--- config.mk ---
export PLATFORM = sky130hd
export DESIGN_NAME = if_stage
export DESIGN_NICKNAME = d
export VERILOG_FILES = /design/src/rtl/if_stage.sv
export SDC_FILE = /design/constraint.sdc
export NUM_CORES = 1
export LEC_CHECK = 0
export ABC_CLOCK_PERIOD_IN_PS = 8350
export CORE_MARGIN = 4
export CORE_UTILIZATION = 40
export CTS_CLUSTER_DIAMETER = 40
export CTS_CLUSTER_SIZE = 24
export DETAILED_ROUTE_END_ITERATION = 10
export PLACE_DENSITY_LB_ADDON = 0.05
export SETUP_SLACK_MARGIN = 0.1
export SLEW_MARGIN = 20
export SYNTH_ARGS = -nofsm -noshare
export SYNTH_HDL_FRONTEND = slang
export SYNTH_SLANG_ARGS = --single-unit
--- constraint.sdc ---
create_clock -name clk -period 8.35 [get_ports clk]
set_input_delay 1.67 -clock clk [delete_from_list [all_inputs] [get_ports clk]]
set_output_delay 1.67 -clock clk [all_outputs]
set_load 0.005 [all_outputs]
--- src/rtl/if_stage.sv ---
// Instruction fetch stage: PC register, fetch request FSM, and the IF/ID
// pipeline register. A stalled fetch that has already received its word parks
// it in a hold buffer so the memory is not re-read. A redirect that arrives
// while the PC cannot advance is remembered until the next advance.
module if_stage #(
    parameter logic [31:0] RESET_PC = 32'h00003000
) (
    input  logic        clk,
    input  logic        reset,
    input  logic        Stall,
    input  logic        Flush,
    input  logic        Redirect,
    input  logic [31:0] NPC,
    output logic        IMemReq,
    output logic [31:0] IMemAddr,
    input  logic        IMemRdy,
    input  logic [31:0] IMemData,
    output logic [31:0] PC,
    output logic [31:0] IF_ID_Instr,
    output logic [31:0] IF_ID_PC4,
    output logic        IF_ID_Valid
);

    localparam logic [0:0] FETCH = 1'b0;
    localparam logic [0:0] HOLD  = 1'b1;

    logic [0:0]  state_reg;
    logic [31:0] pc_reg;
    logic        pend_reg;
    logic [31:0] pend_tgt_reg;
    logic [31:0] hold_instr_reg;
    logic [31:0] hold_pc4_reg;
    logic [31:0] instr_reg;
    logic [31:0] pc4_reg;
    logic        valid_reg;

    logic [31:0] pc4;
    logic        have_tgt;
    logic [31:0] tgt;
    logic        advance;
    logic [31:0] next_pc;

    // Sequential PC, redirect-target selection and the advance condition.
    // A live Redirect pulse always wins over an older pending target.
    always_comb begin
        pc4      = pc_reg + 32'd4;
        have_tgt = Redirect | pend_reg;
        tgt      = Redirect ? NPC : pend_tgt_reg;
        next_pc  = have_tgt ? tgt : pc4;
        advance  = !Flush && !Stall &&
                   ((state_reg == HOLD) || ((state_reg == FETCH) && IMemRdy));
    end

    // FSM, PC, pending redirect, hold buffer and IF/ID register.
    // Flush dominates everything except reset; Redirect never kills the
    // word being fetched, so the delay-slot instruction still lands in IF/ID.
    always_ff @(posedge clk or posedge reset) begin
        if (reset) begin
            state_reg      <= FETCH;
            pc_reg         <= RESET_PC;
            pend_reg       <= 1'b0;
            pend_tgt_reg   <= 32'd0;
            hold_instr_reg <= 32'd0;
            hold_pc4_reg   <= 32'd0;
            instr_reg      <= 32'd0;
            pc4_reg        <= 32'd0;
            valid_reg      <= 1'b0;
        end else if (Flush) begin
            state_reg      <= FETCH;
            hold_instr_reg <= 32'd0;
            hold_pc4_reg   <= 32'd0;
            instr_reg      <= 32'd0;
            pc4_reg        <= 32'd0;
            valid_reg      <= 1'b0;
            pend_reg       <= 1'b0;
            if (have_tgt) begin
                pc_reg <= tgt;
            end
        end else if (advance) begin
            // Word comes from the hold buffer when parked, else straight
            // from memory.
            instr_reg <= (state_reg == HOLD) ? hold_instr_reg : IMemData;
            pc4_reg   <= (state_reg == HOLD) ? hold_pc4_reg   : pc4;
            valid_reg <= 1'b1;
            pc_reg    <= next_pc;
            pend_reg  <= 1'b0;
            state_reg <= FETCH;
        end else begin
            // No advance: remember the newest redirect target.
            if (Redirect) begin
                pend_reg     <= 1'b1;
                pend_tgt_reg <= NPC;
            end
            if (state_reg == FETCH) begin
                if (IMemRdy) begin
                    // Word arrived under Stall: park it and stop requesting.
                    hold_instr_reg <= IMemData;
                    hold_pc4_reg   <= pc4;
                    state_reg      <= HOLD;
                end else if (!Stall) begin
                    // Memory not ready and decode wants more: insert a bubble.
                    instr_reg <= 32'd0;
                    valid_reg <= 1'b0;
                end
            end
        end
    end

    assign IMemReq     = (state_reg == FETCH);
    assign IMemAddr    = pc_reg;
    assign PC          = pc_reg;
    assign IF_ID_Instr = instr_reg;
    assign IF_ID_PC4   = pc4_reg;
    assign IF_ID_Valid = valid_reg;

endmodule
==> results of run 1 <==
-- worst min-delay path, delay by kind of cell (launching register included) --
kind | cells | cell delay (ps)
flip-flops | 1 | 340
AND/OR/NAND/NOR | 2 | 100
-- power groups by stage --
stage | logic [mW] | clock network [mW] | registers (mW)
3_3_place_gp | 0.562 | 0 | 1.19
3_5_place_dp | 0.565 | 0 | 1.20
5_1_grt | 0.615 | 0.869 | 1.20
4_1_cts | 0.569 | 0.826 | 1.18
6_report | 0.560 | 0.808 | 1.18
2_1_floorplan | 0.327 | 0 | 1.15
-- cell usage in the layout, fill, tap and decap left out, types with 4 or more instances in the layout --
master           Yosys  final
nor2_1              25     24
nand4_1             11     11
dfrtp_1            193    192
a31oi_1             10     10
o21ai_0            119    118
o21a_1               7      7
nor4_1               5      5
buf_4               32     11
a211oi_1             4      4
inv_1                7      6
nor2b_1              6      5
nor3_1              13     13
clkbuf_16            0     17
clkdlybuf4s50_1      0    198
xnor2_1             15     15
o31ai_1              7      7
a21oi_1             32     31
o22a_1               8      8
xor2_1               9      9
o21ai_1              4      4
mux2_2              25     25
mux2i_1             55     55
inv_8                0      5
and3_1               5      5
nand2_1            115    115
a2bb2oi_1            9      9
and4_1               5      5
nand3_1             21     21
o22ai_1              4      4
and2_1              10      9
a22o_1              43     43
nor3b_1              4      4
a22oi_1             14     14
-- worst max-delay path by stage --
stage / from / endpoint / slack, ps
2_1_floorplan: reset / IF_ID_Instr[0] / 1370
3_3_place_gp: Flush / IMemAddr[27] / 3320
3_5_place_dp: Flush / IMemAddr[27] / 3290
4_1_cts: state_reg / IMemReq / 3740
5_1_grt: state_reg / IMemReq / 3650
6_report: state_reg / IMemReq / 3780
-- logic make-up (layout without fill, tap and decap cells) --
family                     count (synthesis)  in the layout  share of synthesized area
AOI/OAI and AO/OA                        269            269                      0.181
xor gates and xnor gates                  24             24                     0.0224
adders and majority gates                  1              1                    0.00134
buffers and inverters                    110            249                     0.0582
DFF                                      195            195                      0.521
muxes                                     80             80                     0.0888
and+or+nand+nor                          241            241                      0.127
-- cells in the mapped netlist (all sizes together) (7+ instances only) --
cell type,count
o21a,7
dfrtp,193
mux2i,55
nand4,12
nand2,115
a2bb2oi,9
xor2,9
clkbuf,57
a22oi,14
inv,7
a31oi,10
buf,45
o22a,8
and2,10
xnor2,15
nor2,25
a22o,43
nor3,14
o21ai,123
o31ai,7
mux2,25
a21oi,32
nand3,22
-- through the flow --
step	power (mW)	utilization	cells	setup slack [ps]
global placement	1.76	0.497	1341	3320
CTS	2.57	0.522	1372	3740
global route	2.68	0.522	1372	3650
floorplan	1.48	-	920	1370
detailed placement	1.76	0.497	1341	3290
finish	2.55	0.522	1372	3780
-- area by class of cell --
class                      instances  area, um2  share of cell area
clock inverter                    13        145              0.0122
multi-input combinational        615       3970               0.333
timing repair buffer             210       2070               0.174
clock buffer                      18        429              0.0360
inverter                           8       37.5             0.00315
sequential                       195       4880               0.410
tap                              313        392              0.0328
-- routing by layer --
metal | part of all wire | track usage | vias to the layer above
li1 | - | - | 3529
met1 | 0.49 | 0.296 | 3600
met2 | 0.45 | 0.310 | 192
met3 | 0.044 | 0.0390 | 17
met4 | 0.0076 | 0.0341 | 0
met5 | 0 | 0 | -
==> metrics.md, run 1 <==
| Metric | Value |
|---|---|
| Run status | finished, final reports clean |
| Fin crit period | 4570 ps |
| Top_reg_cell synth | dfrtp_1 |
| Fin Hold WS | 463 ps |
| Gpl congestion | about 0.76 |
| Yosys reg bits | between 150 and 200 |
| Horiz. Die Dim | 161 um |
| First-pass GRT wire length | 41800 um |
| Area post-placement | 11300 um2 |
| Die Footprint | 25900 um2 |
| Reg power frac | 0.463 |
| Fmax | 219 MHz |
| Mean Syn Cell Area | 10.2 um2 |
| Total Wirelength | 25800 um |
| CP Depth | 3 |
| Buffers added on ports | 199 |
| Worst Hold End | hold_pc4_reg[18] |
| Switch share | 0.308 |
| Largest delay share family, worst path | buffers and inverters |
| Slowest cell on crit path | dfrtp_2 |
| CTS tree | done |
| Setup Buffers After CTS | 0 |
| Post-synth cell types | 54 |
| Initial Util | 0.410 |
| Worst hold path type | reg2reg |
| Post-synth top area cell | dfrtp_1 |
| Clock latency on the worst-skew pair | 440 ps |
| Ant diodes | 0 |
| Net switching power | 0.784 mW |
| Sink Count | 195 |
| Clock buffer depth | 2 |
| Routed WL per cell | 18.8 um |
| Cell area after layout | 11900 um2 |
| Remaining global-route overflow | 0 |
| Critical Path Sink Type | output pin |
| Clock slew at the register clock pins of the worst setup and hold paths | roughly 70 ps |
| Largest fanout on the critical path | between 40 and 50 |
| WP data arrival | 2900 ps |
| Clock Skews | around 14 ps |
| Syn nets | 991 |
| Leak pwr | 4.96 nW |
| Final worst-path cycle share | 0.548 |
| Yosys warnings | 0 |
| Pin slew with the least headroom to its limit | 997 ps |
| # resized after CTS | 0 |
| Launching point of the worst reg2reg path | state_reg |
| Max Cap Violations | 0 |
| TritonRoute pass-1 iters | 5 |
| Gr usage total | 0.200 |
| Site Rows | 55 |
| Post-synth EDFFs | 0 |
| R2R Path End | IMemAddr[4] |
| H-tree depth | 4 |
| Register area share after synthesis | 0.521 |
| DR DRC count | 0 |
| Async set-reset flop share out of synthesis | 1.00 |
| Die Ht | between 150 and 200 um |
| Vias in the first global route | approximately 7.2k |
| Worst Path Buf+Inv | 3 |
| Dpl hpwl | 17100 um |
| Avg Vias per Cell | 5.35 |
| Crit-path max cell delay | 790 ps |
| Worst rel slew slack | 0.335 |
| Via count | 7338 |
| Fin nets | 1118 |
| Largest net degree at the start of global routing | 125 |
| Startpoint types | flip-flop |
| Hold Vio Cnt, Final | 0 |
| RSZ-0062 raised after global routing | no |
| Post-Synthesis Cells | 920 |
| Initial antenna violation count | 0 |
| Inserted Clock Buffers | 17 |
| Post-synth top area share | 0.515 |
| # IOs | 200 |
| Reg2Reg Depth | 6 |
| Cell Pwr Density | approximately 210 nW/um2 |
| Hold_buf cts | 0 |
| Worst path cell trace | buf_4 > clkinv_1 > clkdlybuf4s50_1 |
| Final Setup Violations | 0 |
| Synth top area cells | dfrtp_1, o21ai_0, mux2i_1 |
| Core area | 22800 um2 |
| CP required | roughly 6700 ps |
| Setup TNS | 0 ps |
| R2R Setup Slk | 4650 ps |
| Worst hold path depth | 2 |
| Clock root buffer | clkbuf_16 |
| Antenna-violating nets left | 0 |
| Iter 0 DRT Violations | 463 |
| Fillers | approximately 2.1k |
| Layout area overhead | 27.3% |
| Internal power | 1.76 mW |
| Share of cells above drive strength 1 | 0.0850 |
| Logic gate share of total power | 0.220 |
| Slew Viols, Final | 0 |
| Clk pwr share | 0.317 |
| Worst Hold Launch | hold_pc4_reg[18] |
| Mapped cell area | approximately 9400 um2 |
| Worst VDD drop | approximately 0.15 mV |
| CP Class | reg2out |
Power figures use the tool's default switching activity.
==> inputs of run 2 (changes only) <==
--- a/config.mk
+++ b/config.mk
@@ -5,7 +5,7 @@
 export SDC_FILE = /design/constraint.sdc
 export NUM_CORES = 1
 export LEC_CHECK = 0
-export ABC_CLOCK_PERIOD_IN_PS = 8350
+export ABC_CLOCK_PERIOD_IN_PS = 4750
 export CORE_MARGIN = 4
 export CORE_UTILIZATION = 40
 export CTS_CLUSTER_DIAMETER = 40
==> constraint.sdc (replaced) <==
create_clock -name clk -period 4.75 [get_ports clk]
set_input_delay 0.95 -clock clk [delete_from_list [all_inputs] [get_ports clk]]
set_output_delay 0.95 -clock clk [all_outputs]
set_load 0.005 [all_outputs]
==> run 2 against run 1 <==
Sequential cell count unchanged. Highest routed layer unchanged. Clock skew increased by 1.2 ps. Critical endpoint unchanged. Critical path depth fell by 1. Non-clock buffer count is 5 higher. Critical path type unchanged.
==> metrics.md, run 2 (same netlist as run 1, synthesis figures left out) <==
| Metric | Value |
|---|---|
| Run status | finished, final reports clean (unchanged) |
| Worst hold path depth | 2 (unchanged) |
| Clock slew at the register clock pins of the worst setup and hold paths | 80 ps (was 70 ps) |
| Fillers | 2123 (was 2144) |
| Worst setup startpoint | state_reg (unchanged) |
| Metal2 WL | 11400 um (was 11700 um) |
| DR DRC count | 0 (unchanged) |
| Core area | 22800 um2 (unchanged) |
| Antenna-violating nets left | 0 (unchanged) |
| WP data arrival | 2200 ps (was 2900 ps) |
| Logic gate share of total power | 0.218 (was 0.220) |
| Pin slew with the least headroom to its limit | 1010 ps (was 997 ps) |
| # resized after CTS | 0 (unchanged) |
| Vias in the first global route | 7261 (was 7228) |
| Worst hold path type | reg2reg (unchanged) |
| TritonRoute pass-1 iters | 5 (unchanged) |
| Max Cap Violations | 0 (unchanged) |
| Worst Path Buf+Inv | 2 (was 3) |
| Iter 0 DRT Violations | 527 (was 463) |
| Clock root buffer | clkbuf_16 (unchanged) |
| Worst rel slew slack | 0.321 (was 0.335) |
| Remaining global-route overflow | 0 (unchanged) |
| Max Used Layer | met4 (unchanged) |
| Slowest cell on crit path | dfrtp_2 (unchanged) |
| Fmax | roughly 320 MHz |
| Critical Path Sink Type | output pin (unchanged) |
| Cell Pwr Density | 378 nW/um2 (was 214 nW/um2) |
| Horiz. Die Dim | 161 um (unchanged) |
| CTS tree | done (unchanged) |
| Avg Vias per Cell | 5.34 (was 5.35) |
| Die Footprint | 25900 um2 (unchanged) |
| Fin nets | 1123 (was 1118) |
| Non-filler cells in the finished layout | 1378 (was 1372) |
| Largest fanout on the critical path | 22 (was 42) |
| R2R Path End | IF_ID_PC4[23] (was IMemAddr[4]) |
| CP Depth | 2 (was 3) |
| WL met3 | 1270 um (was 1150 um) |
| M1 WL | 12700 um (about the same) |
| H-tree depth | 4 (unchanged) |
| Clock Skews | 15.6 ps (was 14.5 ps) |
| Reg2Reg Depth | 5 (was 6) |
| Worst path cell trace | clkinv_1 > clkdlybuf4s50_1 (was buf_4 > clkinv_1 > clkdlybuf4s50_1) |
| Fin crit period | between 3000 and 4000 ps |
| Largest net degree at the start of global routing | 196 (was 125) |
| Routed WL per cell | 18.6 um (was 18.8 um) |
| Startpoint types | flip-flop (unchanged) |
| Layout area overhead | 28.4% (was 27.3%) |
| Site Rows | 55 (unchanged) |
| Crit path to | IMemReq (unchanged) |
| Leak pwr | 5.00 nW (was 4.96 nW) |
| Final core occ | 0.526 (was 0.522) |
| Initial antenna violation count | 0 (unchanged) |
| Reg power frac | 0.457 (was 0.463) |
| Net switching power | 1.39 mW (was 0.784 mW) |
| Clock latency on the worst-skew pair | 450 ps (was 440 ps) |
| Gr usage total | 0.199 (was 0.200) |
| Worst VDD drop | 0.277 mV (was 0.146 mV) |
| Final worst-path cycle share | 0.664 |
| Most common cell after layout, fill and taps aside | clkdlybuf4s50_1 (unchanged) |
| CP Class | reg2out (unchanged) |
| Placed cell count | 1345 (was 1341) |
| R2R Setup Slk | 2240 ps (was 4650 ps) |
| Switch share | 0.305 (was 0.308) |
| Internal power | 3.16 mW (was 1.76 mW) |
| Buffers added on ports | 199 (unchanged) |
| Launching point of the worst reg2reg path | IMemAddr[2] (was state_reg) |
| Dpl hpwl | 17100 um (about the same) |
| Setup Buffers After CTS | 0 (unchanged) |
| # IOs | 200 (unchanged) |
| Commonest non-fill, non-tap cells in the layout | clkdlybuf4s50_1, dfrtp_1, o21ai_0, nand2_1, mux2i_1 (unchanged) |
| Initial Util | 0.410 (unchanged) |
| Slew Viols, Final | 0 (unchanged) |
| Total Wirelength | 25600 um (was 25800 um) |
| Hold_buf cts | 0 (unchanged) |
| Clock buffer depth | 2 (unchanged) |
| Clk pwr share | 0.325 (was 0.317) |
| Inserted Clock Buffers | 17 (unchanged) |
| Setup TNS | 0 ps (unchanged) |
| RSZ-0062 raised after global routing | no (unchanged) |
| Hold Vio Cnt, Final | 0 (unchanged) |
| Sink Count | 195 (unchanged) |
| Die Ht | 161 um (unchanged) |
| Gpl congestion | 0.806 (was 0.762) |
| Via count | 7360 (was 7338) |
| First-pass GRT wire length | 41600 um (was 41800 um) |
| Ant diodes | 0 (unchanged) |
| CP required | 3800 ps (was 6680 ps) |
| Largest delay share family, worst path | buffers and inverters (unchanged) |
| Final Setup Violations | 0 (unchanged) |
| Share of cells above drive strength 1 | 0.0901 (was 0.0850) |
| Crit-path max cell delay | 750 ps (was 790 ps) |
==> run 2: layout make-up <==
class	count	area [um2]	share of cell area
flip-flops and latches	195	4880	0.406
multi-input cells	615	3970	0.330
repair buffers	215	2150	0.179
clock buffers	17	425	0.0354
well taps	313	392	0.0326
clock inverters	15	168	0.0139
inverters	8	33.8	0.00281
==> run 2: worst min path at each step <==
stage	from	end	slack [ps]
after floorplan	hold_pc4_reg[18]	hold_pc4_reg[18]	430
after global placement	hold_pc4_reg[23]	hold_pc4_reg[23]	440
after detailed placement	hold_pc4_reg[23]	hold_pc4_reg[23]	450
after CTS	hold_pc4_reg[23]	hold_pc4_reg[23]	460
after global routing	hold_pc4_reg[16]	hold_pc4_reg[16]	500
final	hold_pc4_reg[23]	hold_pc4_reg[23]	470
==> run 2: power groups by stage <==
stage	clock, mW	combinational, mW	sequential [mW]
after floorplan	0	0.575	2.03
after global placement	0	0.990	2.10
after detailed placement	0	0.998	2.11
after CTS	1.52	1.00	2.08
after global routing	1.59	1.09	2.11
final	1.48	0.993	2.07
==> run 2: through the flow <==
stage	cell area (um2)	hold WS [ps]	power (mW)	setup WS (ps)
6_report	12000	468	4.54	1600
5_1_grt	12000	497	4.79	1380
4_1_cts	12000	464	4.60	1560
3_5_place_dp	11400	447	3.10	1150
3_3_place_gp	11400	443	3.09	1180
2_1_floorplan	9370	430	2.60	1280
==> run 2: routing by layer <==
| layer | vias up | track usage |
|---|---|---|
| li1 | 3544 | - |
| met1 | 3587 | 0.296 |
| met2 | 211 | 0.299 |
| met3 | 18 | 0.0398 |
| met4 | 0 | 0.0492 |
| met5 | - | 0 |
==> run 2: tightest hold or removal path: stages, from the launching register on <==
cell and delay [ps]:
dfrtp_1 340, nand2_1 50, nand2_1 50
==> inputs of run 3 (changes only) <==
--- a/config.mk
+++ b/config.mk
@@ -5,7 +5,7 @@
 export SDC_FILE = /design/constraint.sdc
 export NUM_CORES = 1
 export LEC_CHECK = 0
-export ABC_CLOCK_PERIOD_IN_PS = 4750
+export ABC_CLOCK_PERIOD_IN_PS = 3200
 export CORE_MARGIN = 4
 export CORE_UTILIZATION = 40
 export CTS_CLUSTER_DIAMETER = 40
==> constraint.sdc (replaced) <==
create_clock -name clk -period 3.2 [get_ports clk]
set_input_delay 0.64 -clock clk [delete_from_list [all_inputs] [get_ports clk]]
set_output_delay 0.64 -clock clk [all_outputs]
set_load 0.005 [all_outputs]
==> run 3 against run 2 <==
Cell count is 1.2% higher. Register-to-register slack worse by 1500 ps. Clock power increased by 48%. Sequential cell count stayed put. Sequential power rose by 48%. Die area is the same. Sequential share of layout area is 0.43 points lower. Design area increased by 1.1%. Count of clock-buffer cells in the layout grew 1. Critical path type unchanged. Largest cell class unchanged. Largest power group unchanged.
==> metrics.md, run 3 (same netlist as run 1, synthesis figures left out) <==
| Metric | Value |
|---|---|
| Largest fanout on the critical path | 31 (was 22) |
| DR DRC count | 0 (unchanged) |
| Worst hold path type | reg2reg (unchanged) |
| Final worst-path cycle share | 0.810 |
| Gr usage total | 0.196 (was 0.199) |
| Critical Path Sink Type | output pin (unchanged) |
| Total Wirelength | 25700 um (was 25600 um) |
| Setup Buffers After CTS | 0 (unchanged) |
| Site Rows | 55 (unchanged) |
| Initial antenna violation count | 0 (unchanged) |
| Sink Count | 195 (unchanged) |
| Inserted Clock Buffers | 17 (unchanged) |
| Clock slew at the register clock pins of the worst setup and hold paths | 70 ps (was 80 ps) |
| Multi-input gate area | 3960 um2 (was 3970 um2) |
| Max Cap Violations | 0 (unchanged) |
| Via count | 7380 (was 7360) |
| H-tree depth | 4 (unchanged) |
| Sequential Area | 4880 um2 (unchanged) |
| Fin crit period | around 2600 ps |
| TritonRoute pass-1 iters | 5 (unchanged) |
| Remaining global-route overflow | 0 (unchanged) |
| Clock buffer depth | 2 (unchanged) |
| Cell Pwr Density | 556 nW/um2 (was 378 nW/um2) |
| Most common cell after layout, fill and taps aside | clkdlybuf4s50_1 (unchanged) |
| Setup TNS | 0 ps (unchanged) |
| Worst VDD drop | 0.301 mV (was 0.277 mV) |
| CTS tree | done (unchanged) |
| Share of cells above drive strength 1 | 0.104 (was 0.0901) |
| Worst rel slew slack | 0.338 (was 0.321) |
| # resized after CTS | 0 (unchanged) |
| Ant diodes | 0 (unchanged) |
| CP Class | reg2out (unchanged) |
| Startpoint types | flip-flop (unchanged) |
| Leak pwr | 5.09 nW (was 5.00 nW) |
| Hold Vio Cnt, Final | 0 (unchanged) |
| Clock root buffer | clkbuf_16 (unchanged) |
| Crit-path max cell delay | 450 ps (was 750 ps) |
| Routed WL per cell | 18.4 um (was 18.6 um) |
| Dpl hpwl | 17800 um (was 17100 um) |
| Commonest non-fill, non-tap cells in the layout | clkdlybuf4s50_1, dfrtp_1, o21ai_0, nand2_1, mux2i_1 (unchanged) |
| Gpl congestion | 0.793 (was 0.806) |
| Worst path cell trace | buf_4 > clkinv_1 > buf_4 > clkdlybuf4s50_1 (was clkinv_1 > clkdlybuf4s50_1) |
| Final Setup Violations | 0 (unchanged) |
| Horiz. Die Dim | 161 um (unchanged) |
| Clock Skews | 14.1 ps (was 15.6 ps) |
| Vias in the first global route | 7145 (was 7261) |
| Antenna-violating nets left | 0 (unchanged) |
| Iter 0 DRT Violations | 412 (was 527) |
| Slowest cell on crit path | clkdlybuf4s50_1 (was dfrtp_2) |
| Avg Vias per Cell | 5.29 (was 5.34) |
| # IOs | 200 (unchanged) |
| WP data arrival | 1950 ps (was 2200 ps) |
| Layout area overhead | 29.7% (was 28.4%) |
| Run status | finished, final reports clean (unchanged) |
| Die Footprint | 25900 um2 (unchanged) |
| Die Ht | 161 um (unchanged) |
| First-pass GRT wire length | 41100 um (was 41600 um) |
| Core area | 22800 um2 (unchanged) |
| Initial Util | 0.410 (unchanged) |
| Slew Viols, Final | 0 (unchanged) |
| CP required | 2560 ps (was 3800 ps) |
| Largest net degree at the start of global routing | 69 (was 196) |
| Fillers | 2154 (was 2123) |
| Fmax | 386 MHz |
| CP most frequent cell | buf_4 |
| Clock latency on the worst-skew pair | 440 ps (was 450 ps) |
| RSZ-0062 raised after global routing | no (unchanged) |
| Buffers added on ports | 199 (unchanged) |
| Pin slew with the least headroom to its limit | 991 ps (was 1010 ps) |
| PnR Total Power | 6.75 mW (was 4.54 mW) |
| Fin nets | 1140 (was 1123) |
| Hold_buf cts | 0 (unchanged) |
## run 3: changes by cell type in the layout (fill, tap and decap cells not counted), moves of 2 or more
cell	before	now
buf_4	13	29
clkinvlp_4	4	2
inv_8	6	3
clkinv_8	1	3
buf_12	2	4
inv_6	2	4
## run 3: path summary, 6_finish.rpt
| path | slack [ps] | endpoint | startpoint | cells past startpoint |
|---|---|---|---|---|
| worst max register to register | 780 | hold_pc4_reg[31] | IMemAddr[4] | 5 |
| worst max-delay path | 610 | IMemReq | state_reg | 4 |
| worst min register to register | 470 | hold_pc4_reg[23] | hold_pc4_reg[23] | 2 |
| min in group asynchronous | 650 | IF_ID_PC4[26] | reset | 2 |
| max in group asynchronous | 1790 | IMemAddr[13] | reset | 3 |
| worst min-delay path | 470 | hold_pc4_reg[23] | hold_pc4_reg[23] | 2 |
## run 3: power breakdown
group	total [mW]	leakage (nW)	switching, mW	internal, mW
logic	1.51	2.26	0.661	0.844
registers	3.06	2.54	0.324	2.74
clock network	2.19	0.290	1.06	1.12
total	6.75	5.09	2.05	4.70
## run 3: area by class of cell
type,count,area share
inverter,8,0.00278
clock inverter,14,0.0139
tap,313,0.0322
clock buffer,18,0.0353
sequential,195,0.402
multi-input combinational,615,0.326
timing repair buffer,232,0.188
## run 3: critical path, delay by kind of cell (launching register included)
| kind | cells | cell delay [ps] |
|---|---|---|
| buffers and inverters | 4 | 1130 |
| flip-flops | 1 | 380 |
## run 3: metrics by stage
stage	instances	utilization	hold WS (ps)	area (um2)	setup WS [ps]
floorplan	920	-	430	9370	43.2
global placement	1363	0.506	443	11600	378
detailed placement	1363	0.506	454	11600	334
CTS	1395	0.532	471	12200	557
global route	1395	0.532	494	12200	457
finish	1395	0.532	467	12200	610
## run 3: metal layers
| metal | global-route usage | vias up | routed length [um] |
|---|---|---|---|
| li1 | - | 3572 | - |
| met1 | 0.299 | 3613 | 12900 |
| met2 | 0.298 | 186 | 11600 |
| met3 | 0.0375 | 9 | 1080 |
| met4 | 0.0330 | 0 | 163 |
| met5 | 0 | - | 0 |
